$ cat src/rtl/board_seeder_pkg.sv
// board_seeder_pkg: shared types and constants for the board seeder
package board_seeder_pkg;
  localparam int ADDR_W = 20;
  localparam int MAX_DATA_W = 16;
  localparam logic [15:0] LFSR_TAPS = 16'hB400;
  typedef logic [ADDR_W-1:0] addr_t;
  typedef logic [MAX_DATA_W-1:0] data_t;
  typedef enum logic [1:0] {CLEAR, GLIDER, RANDOM, FULL} seed_pattern_t;
endpackage

$ cat src/rtl/board_seeder_lfsr16.sv
// lfsr16: 16-bit Galois LFSR that advances only when stepped
module lfsr16 import board_seeder_pkg::*; #(
  parameter logic [15:0] SEED = 16'hACE1
) (
  input  logic        clk_in,
  input  logic        rst_in,
  input  logic        step_in,
  output logic [15:0] value_out
);
  // shift right, folding the taps in whenever a one drops off the end
  always_ff @(posedge clk_in)
    if (rst_in) value_out <= SEED;
    else if (step_in) value_out <= (value_out >> 1) ^ (value_out[0] ? LFSR_TAPS : 16'h0);
endmodule

$ cat src/rtl/board_seeder.sv
// board_seeder: fills the double-buffer write port with an initial board pattern
module board_seeder import board_seeder_pkg::*; #(
  parameter int          DATA_W        = 16,
  parameter int          BOARD_W       = 1024,
  parameter int          BOARD_H       = 768,
  parameter int          GLIDER_X_WORD = 0,
  parameter int          GLIDER_Y      = 1,
  parameter logic [15:0] LFSR_SEED     = 16'hACE1
) (
  input  logic              clk_in,
  input  logic              rst_in,
  input  logic              start_in,
  input  logic [1:0]        pattern_sel_in,
  output addr_t             addr_w_out,
  output logic [DATA_W-1:0] data_w_out,
  output logic              wr_en_out,
  output logic              busy_out,
  output logic              done_out
);
  localparam int WORDS_PER_ROW = BOARD_W / DATA_W;
  localparam int BOARD_WORDS = WORDS_PER_ROW * BOARD_H;
  localparam int WX_W = WORDS_PER_ROW > 1 ? $clog2(WORDS_PER_ROW) : 1;
  localparam int ROW_W = BOARD_H > 1 ? $clog2(BOARD_H) : 1;
  typedef enum logic [1:0] {IDLE, FILL, DONE} state_t;
  state_t            state;
  seed_pattern_t     pat;
  addr_t             addr;
  logic [WX_W-1:0]   wx;
  logic [ROW_W-1:0]  row;
  logic [15:0]       lfsr;
  logic [15:0]       glider;
  logic [DATA_W-1:0] word;
  logic              step;
  assign step = state == FILL && pat == RANDOM;
  lfsr16 #(.SEED(LFSR_SEED)) u_lfsr (
    .clk_in   (clk_in),
    .rst_in   (rst_in),
    .step_in  (step),
    .value_out(lfsr)
  );
  // glider occupies one word column over three rows; everything else is dead
  always_comb begin
    glider = wx != WX_W'(GLIDER_X_WORD) ? 16'h0000 :
             row == ROW_W'(GLIDER_Y)     ? 16'h0002 :
             row == ROW_W'(GLIDER_Y + 1) ? 16'h0004 :
             row == ROW_W'(GLIDER_Y + 2) ? 16'h0007 : 16'h0000;
    word = pat == CLEAR  ? '0 :
           pat == FULL   ? '1 :
           pat == RANDOM ? lfsr[DATA_W-1:0] : glider[DATA_W-1:0];
  end
  // control FSM: one write per FILL cycle, one done pulse, outputs registered
  always_ff @(posedge clk_in)
    if (rst_in) begin
      state      <= IDLE;
      pat        <= CLEAR;
      addr       <= '0;
      wx         <= '0;
      row        <= '0;
      addr_w_out <= '0;
      data_w_out <= '0;
      wr_en_out  <= 1'b0;
      busy_out   <= 1'b0;
      done_out   <= 1'b0;
    end else
      case (state)
        IDLE: begin
          wr_en_out <= 1'b0;
          busy_out  <= 1'b0;
          done_out  <= 1'b0;
          if (start_in) begin
            pat   <= seed_pattern_t'(pattern_sel_in);
            addr  <= '0;
            wx    <= '0;
            row   <= '0;
            state <= FILL;
          end
        end
        FILL: begin
          wr_en_out  <= 1'b1;
          busy_out   <= 1'b1;
          addr_w_out <= addr;
          data_w_out <= word;
          addr       <= addr + 1'b1;
          wx         <= wx == WX_W'(WORDS_PER_ROW - 1) ? '0 : wx + 1'b1;
          row        <= wx == WX_W'(WORDS_PER_ROW - 1) ? row + 1'b1 : row;
          if (addr == ADDR_W'(BOARD_WORDS - 1)) state <= DONE;
        end
        DONE: begin
          wr_en_out <= 1'b0;
          done_out  <= 1'b1;
          state     <= IDLE;
        end
        default: state <= IDLE;
      endcase
endmodule

$ cat config.mk
export PLATFORM = sky130hd
export DESIGN_NAME = board_seeder
export DESIGN_NICKNAME = d
export VERILOG_FILES = /design/src/rtl/board_seeder_pkg.sv /design/src/rtl/board_seeder_lfsr16.sv /design/src/rtl/board_seeder.sv
export SDC_FILE = /design/constraint.sdc
export NUM_CORES = 1
export LEC_CHECK = 0
export CORE_MARGIN = 3
export CORE_UTILIZATION = 26
export CTS_BUF_LIST = sky130_fd_sc_hd__clkbuf_16
export DETAILED_ROUTE_END_ITERATION = 10
export PLACE_DENSITY = 0.48
export SYNTH_ARGS = -nofsm -noshare
export SYNTH_HDL_FRONTEND = slang
export SYNTH_HIERARCHICAL = 1
export SYNTH_SLANG_ARGS = --single-unit
$ cat constraint.sdc
create_clock -name clk_in -period 2.7 [get_ports clk_in]
set_input_delay 0.27 -clock clk_in [delete_from_list [all_inputs] [get_ports clk_in]]
set_output_delay 0.27 -clock clk_in [all_outputs]
set_load 0.005 [all_outputs]
==> results of run 1 <==
[through the flow]
step / total power (W) / setup WS, ps / cells
detailed placement: 0.001662 / 548.0 / 711
CTS: 0.003033 / 517.1 / 727
floorplan: 0.001600 / 528.9 / 484
global route: 0.003115 / 364.3 / 727
global placement: 0.001660 / 567.2 / 711
finish: 0.002974 / 515.7 / 727
[worst paths after layout]
check / startpoint / endpoint
worst max-delay path: state[0] / addr[17]
worst min-delay path: addr_w_out[12] / addr_w_out[12]
worst max register to register: state[0] / addr[17]
worst min register to register: addr_w_out[12] / addr_w_out[12]
[flip-flops by register name, indices dropped and copies added, names as in the netlist]
signal / count
addr: 20
addr_w_out: 20
data_w_out: 16
u_lfsr/value_out: 16
row: 10
wx: 6
pat: 2
state: 2
busy_out: 1
done_out: 1
wr_en_out: 1
[Yosys cell counts, drive strengths merged (7+ instances only)]
library cell and n:
a21oi 65, nand3 15, nor2 38, nand2 80, mux2i 12, o21ai 7
buf 9, clkbuf 27, dfxtp 95, or4 7, o211ai 19, inv 8
or3 7, nor3 8
[cell families after synthesis]
logic type                 count (synthesis)  synth area share (%)
DFF                                       95                 45.55
muxes                                     16                 3.956
buffers and inverters                     44                 5.724
xor gates and xnor gates                   5                 1.049
and+or+nand+nor                          198                 24.03
adders and majority gates                  6                 1.798
AOI/OAI and AO/OA                        120                 17.89
[worst max-delay path, cell delays in order (launching register included)]
cell,delay [ps]
dfxtp_1,610
nand2b_4,320
or3_1,550
or4_1,490
a21oi_1,150
[power breakdown]
| part | switching, W | total (W) | internal, W |
|---|---|---|---|
| Clock | 0.000543 | 0.00135 | 0.000804 |
| Combinational | 0.000121 | 0.000184 | 0.0000630 |
| Sequential | 0.0000231 | 0.00144 | 0.00142 |
| Total | 0.000687 | 0.00297 | 0.00229 |
[cell type report]
type | count | area, um^2
clock buffer | 9 | 225.2
inverter | 8 | 30.03
tap | 211 | 264.0
timing repair buffer | 52 | 505.5
clock inverter | 7 | 85.08
fill | 1639 | 10430
sequential | 95 | 1902
multi-input combinational | 345 | 2042
[layer usage]
| layer | global-route usage (%) | part of all wire (%) |
|---|---|---|
| met2 | 17.58 | 44 |
| met5 | 0 | 0 |
| met3 | 3.460 | 4.9 |
| met4 | 2.945 | 0.87 |
| met1 | 16.82 | 50 |
==> flow_summary.yaml, run 1 <==
min_path:
  hp-class: "reg -> reg"
  hold_depth: 2
logic_synthesis:
  syn_area_per_cell_um2: 8.627
  async_reset_ff_share_pct: 0
  synth_top_area_share_pct: 45.55
  yosysWarnings: 6
  syn_area_um2: 4175
  synth_nets: 495
  synth_edf_count: 0
  synth_area_leaders: "dfxtp_1, a21oi_1, nand2_1"
  yosysSeqAreaShare_pct: 45.55
  synthFlopType: "dfxtp_1"
  netlist_instances: 484
  ys_types: 60
  synth_largest_area_cell: "dfxtp_1"
  synth_seq_cells: 95
global_routing:
  overflow: 0
  grt_usage_pct: 11.82
  antenna_found_initial: 0
  grt_pass1_wl_mm: 17.18
  grt_start_max_net_pins: 42
  grt_pass1_vias: 3312
drt:
  drc_errors: 0
  routed-via-count: 3558
  firstDrtPassIters: 5
  ant_nets: 0
  routed_wl_mm: 10.28
  wire_per_inst_um: 14.14
  initialDrtViolationCount: 200
  viasPerCell: 4.894
cts:
  htreeDepth: 3
  cts_root_buf: "clkbuf_16"
  clock_path_buffers: 2
  cts_tree: "yes"
  clk_latency_ps: 340
  holdBufCountCts: 0
  cts_resized: 0
  clock-sinks: 95
  numCtsBuffers: 9
  path_clk_slew_ps: 60
  post-cts-setup-buffer-count: 0
timing:
  final.setup.tns_ps: 0
  hold_viol_final: 0
  rsz0062_at_grt: "no"
  finalSetupViolCount: 0
  relSlewSlack_pct: 47.12
  finalCritPeriodShare_pct: 80.90
  tightest_slew_ps: 793.2
  skew_ps: 9.662
  fmax_mhz: 457.8
  slew_violations: 0
  min_period_ps: 2184
  whs_ps: 452.5
setup_path:
  path_max_fanout: 32
  crit_required_ps: 2970
  r2r_cells: 4
  start_kind: "register"
  arrival_ps: 2460
  crit_type: "reg -> reg"
  end_kind: "register"
  reg2reg_slack_ps: 520
cells_and_area:
  layout.nets: 522
  fin_util_pct: 32.64
  fin_area_um2: 5054
  layout_common_cells: "dfxtp_1, nand2_1, a21oi_1, clkdlybuf4s50_1, nor2_1"
  drive_above_1_share_pct: 8.721
  n_antenna_cell: 0
  final_common_cell: "dfxtp_1"
  area_growth_pct: 21.04
die:
  row_count: 45
  core_um2: 15480
  dieArea_um2: 17610
  num_io_pins: 44
  die_w_um: 132.7
  die_h_um: 132.7
  initial_core_util_pct: 26.97
place:
  portBuffers: 43
  dp_hpwl_mm: 6.665
  globalplace.congestion: 0.8105
  dpl-instance-area_um2: 4743
power:
  peakVddDrop_uv: 333.5
  powerDensity_nw_per_um2: 588.4
  leakage_nw: 1.611
flow_run:
  maxCapViolations: 0
run_status:
  outcome: "finished, final reports clean"
Power figures use the tool's default switching activity.
==> inputs of run 2 (changes only) <==
--- a/config.mk
+++ b/config.mk
@@ -9,7 +9,7 @@
 export CORE_UTILIZATION = 26
 export CTS_BUF_LIST = sky130_fd_sc_hd__clkbuf_16
 export DETAILED_ROUTE_END_ITERATION = 10
-export PLACE_DENSITY = 0.48
+export PLACE_DENSITY = 0.49
 export SYNTH_ARGS = -nofsm -noshare
 export SYNTH_HDL_FRONTEND = slang
 export SYNTH_HIERARCHICAL = 1
==> constraint.sdc (replaced) <==
create_clock -name clk_in -period 2 [get_ports clk_in]
set_input_delay 0.2 -clock clk_in [delete_from_list [all_inputs] [get_ports clk_in]]
set_output_delay 0.2 -clock clk_in [all_outputs]
set_load 0.005 [all_outputs]
==> run 2 against run 1 <==
First-iteration DRC count fell by 30%. Clock-buffer cell count did not move. Clock skew shrank 4.8 ps. Clock power is 24% higher. Sequential share of layout area is 0.76 points lower. Combinational power increased by 51%. Cell count grew 1.7%. Die area unchanged. Largest power group unchanged. Highest routed layer unchanged.
==> flow_summary.yaml, run 2 (synthesized netlist as in run 1, its figures left out) <==
timing:
  relSlewSlack_pct: 51.05
  fmax_mhz: 543.9
  rsz0062_at_grt: "no"
  finalSetupViolCount: 0
  layout_setup_ws_ps: 161.6
  min_period_ps: 1838
  tightest_slew_ps: 734.2
  slew_violations: 0
  finalCritPeriodShare_pct: 91.92
  final.setup.tns_ps: 0
  hold_viol_final: 0
  skew_ps: 4.859
run_status:
  outcome: "finished, final reports clean"
cells_and_area:
  area_growth_pct: 23.52
  layout_common_cells: "dfxtp_1, nand2_1, a21oi_1, clkdlybuf4s50_1, nor2_1"
  drive_above_1_share_pct: 10.80
  layout.nets: 535
  fillers: 1589
  multi_input_area_um2: 2042
  n_antenna_cell: 0
  biggestRegsByFlops: "addr x20, addr_w_out x20"
  fin_area_um2: 5157
  final_common_cell: "dfxtp_1"
  seq_area_um2: 1902
setup_path:
  start_kind: "register"
  crit_type: "reg -> reg"
  cp_slowest_cell: "dfxtp_1"
  end_kind: "register"
  cp_cell_sequence: "ha_1, nand4b_1, nor4_1, buf_4, mux2_2, nor2_1"
  crit_required_ps: 2280
  r2r_end: "addr[14]"
  r2r_cells: 6
  timing.rr.start: "addr[0]"
  reg2reg_slack_ps: 160
  max_stage_delay_ps: 400
  path_max_fanout: 6
  arrival_ps: 2120
global_routing:
  grt_pass1_wl_mm: 16.95
  grt_usage_pct: 11.80
  grt_start_max_net_pins: 37
  antenna_found_initial: 0
  overflow: 0
  grt_pass1_vias: 3436
power:
  p_int_w: 0.002967
  leakage_nw: 1.673
  combPwrFrac_pct: 7.2
  finalPower_w: 0.003885
  pwr-share-clk_pct: 42.9
  power.share.sequential_pct: 49.9
  p_sw_share_pct: 23.63
  peakVddDrop_uv: 414.6
  powerDensity_nw_per_um2: 753.3
  switchingPower_w: 0.0009182
min_path:
  hp-start: "rst_in"
  hp-class: "in -> reg"
  min_to: "addr[14]"
  hold_depth: 2
die:
  initial_core_util_pct: 26.97
  dieArea_um2: 17610
  num_io_pins: 44
  core_um2: 15480
  die_w_um: 132.7
  row_count: 45
  die_h_um: 132.7
drt:
  routed-via-count: 3549
  firstDrtPassIters: 4
  routed_wl_mm: 10.14
  initialDrtViolationCount: 141
  wire_per_inst_um: 13.71
  ant_nets: 0
  drc_errors: 0
  viasPerCell: 4.802
place:
  dpl_worst_slack_ps: 87.59
  dp_hpwl_mm: 6.766
  globalplace.congestion: 0.7848
  dpl-instance-area_um2: 4878
  portBuffers: 43
cts:
  htreeDepth: 3
  cts_resized: 0
  cts_root_buf: "clkbuf_16"
  clock-sinks: 95
  post-cts-setup-buffer-count: 0
  path_clk_slew_ps: 60
  clk_latency_ps: 350
  holdBufCountCts: 0
  numCtsBuffers: 9
  clock_path_buffers: 2
  cts_tree: "yes"
flow_run:
  maxCapViolations: 0
## run 2: cell types whose count changed in the layout (fill, tap and decap cells not counted)
cell / before / now
buf_4: 8 / 18
buf_12: 1 / 4
bufinv_16: 2 / 1
clkinv_1: 3 / 2
clkinvlp_4: 0 / 1
inv_1: 8 / 9
inv_6: 1 / 0
## run 2: area by class of cell
cell class                 count  share of cell area (%)
multi-input combinational    345                   39.59
clock inverter                 6                   1.043
tap                          211                   5.119
clock buffer                   9                   4.367
sequential                    95                   36.88
inverter                       8                  0.5822
timing repair buffer          65                   12.42
## run 2: stage by stage
step / hold slack [ps] / std cells / utilization (%)
floorplan: 333.3 / 484 / -
global placement: 442.9 / 724 / 31.51
detailed placement: 443.8 / 724 / 31.51
CTS: 397.8 / 739 / 33.31
global route: 424.8 / 739 / 33.31
finish: 403.6 / 739 / 33.31
## run 2: worst max-delay path by stage
stage / startpoint / slack (ps) / end
2_1_floorplan: state[1] / 9 / u_lfsr/value_out[9]
3_3_place_gp: start_in / 130 / wx[2]
3_5_place_dp: start_in / 90 / row[2]
4_1_cts: addr[0] / 140 / addr[14]
5_1_grt: addr[0] / 20 / addr[14]
6_report: addr[0] / 160 / addr[14]
## run 2: power by group through the flow
| stage | Sequential, W | Clock, W | Combinational, W |
|---|---|---|---|
| finish | 0.00194 | 0.00167 | 0.000278 |
| detailed placement | 0.00198 | 0 | 0.000281 |
| floorplan | 0.00198 | 0 | 0.000186 |
| global route | 0.00194 | 0.00180 | 0.000308 |
| CTS | 0.00194 | 0.00172 | 0.000283 |
| global placement | 0.00198 | 0 | 0.000279 |
## run 2: metal layers
layer | vias to the layer above | part of all wire (%) | global-route usage (%)
met5 | - | 0 | 0
met4 | 0 | 0.87 | 2.829
met3 | 5 | 5.8 | 4.335
met2 | 75 | 44 | 17.75
met1 | 1682 | 49 | 16.11
li1 | 1787 | - | -
## run 2: worst max-delay path, delay by kind of cell (launching register included)
kind	cells	cell delay, ps
buffers and inverters	1	190
AND/OR/NAND/NOR	3	610
adder cells (fa/ha/maj)	1	240
flip-flops	1	400
multiplexers	1	330
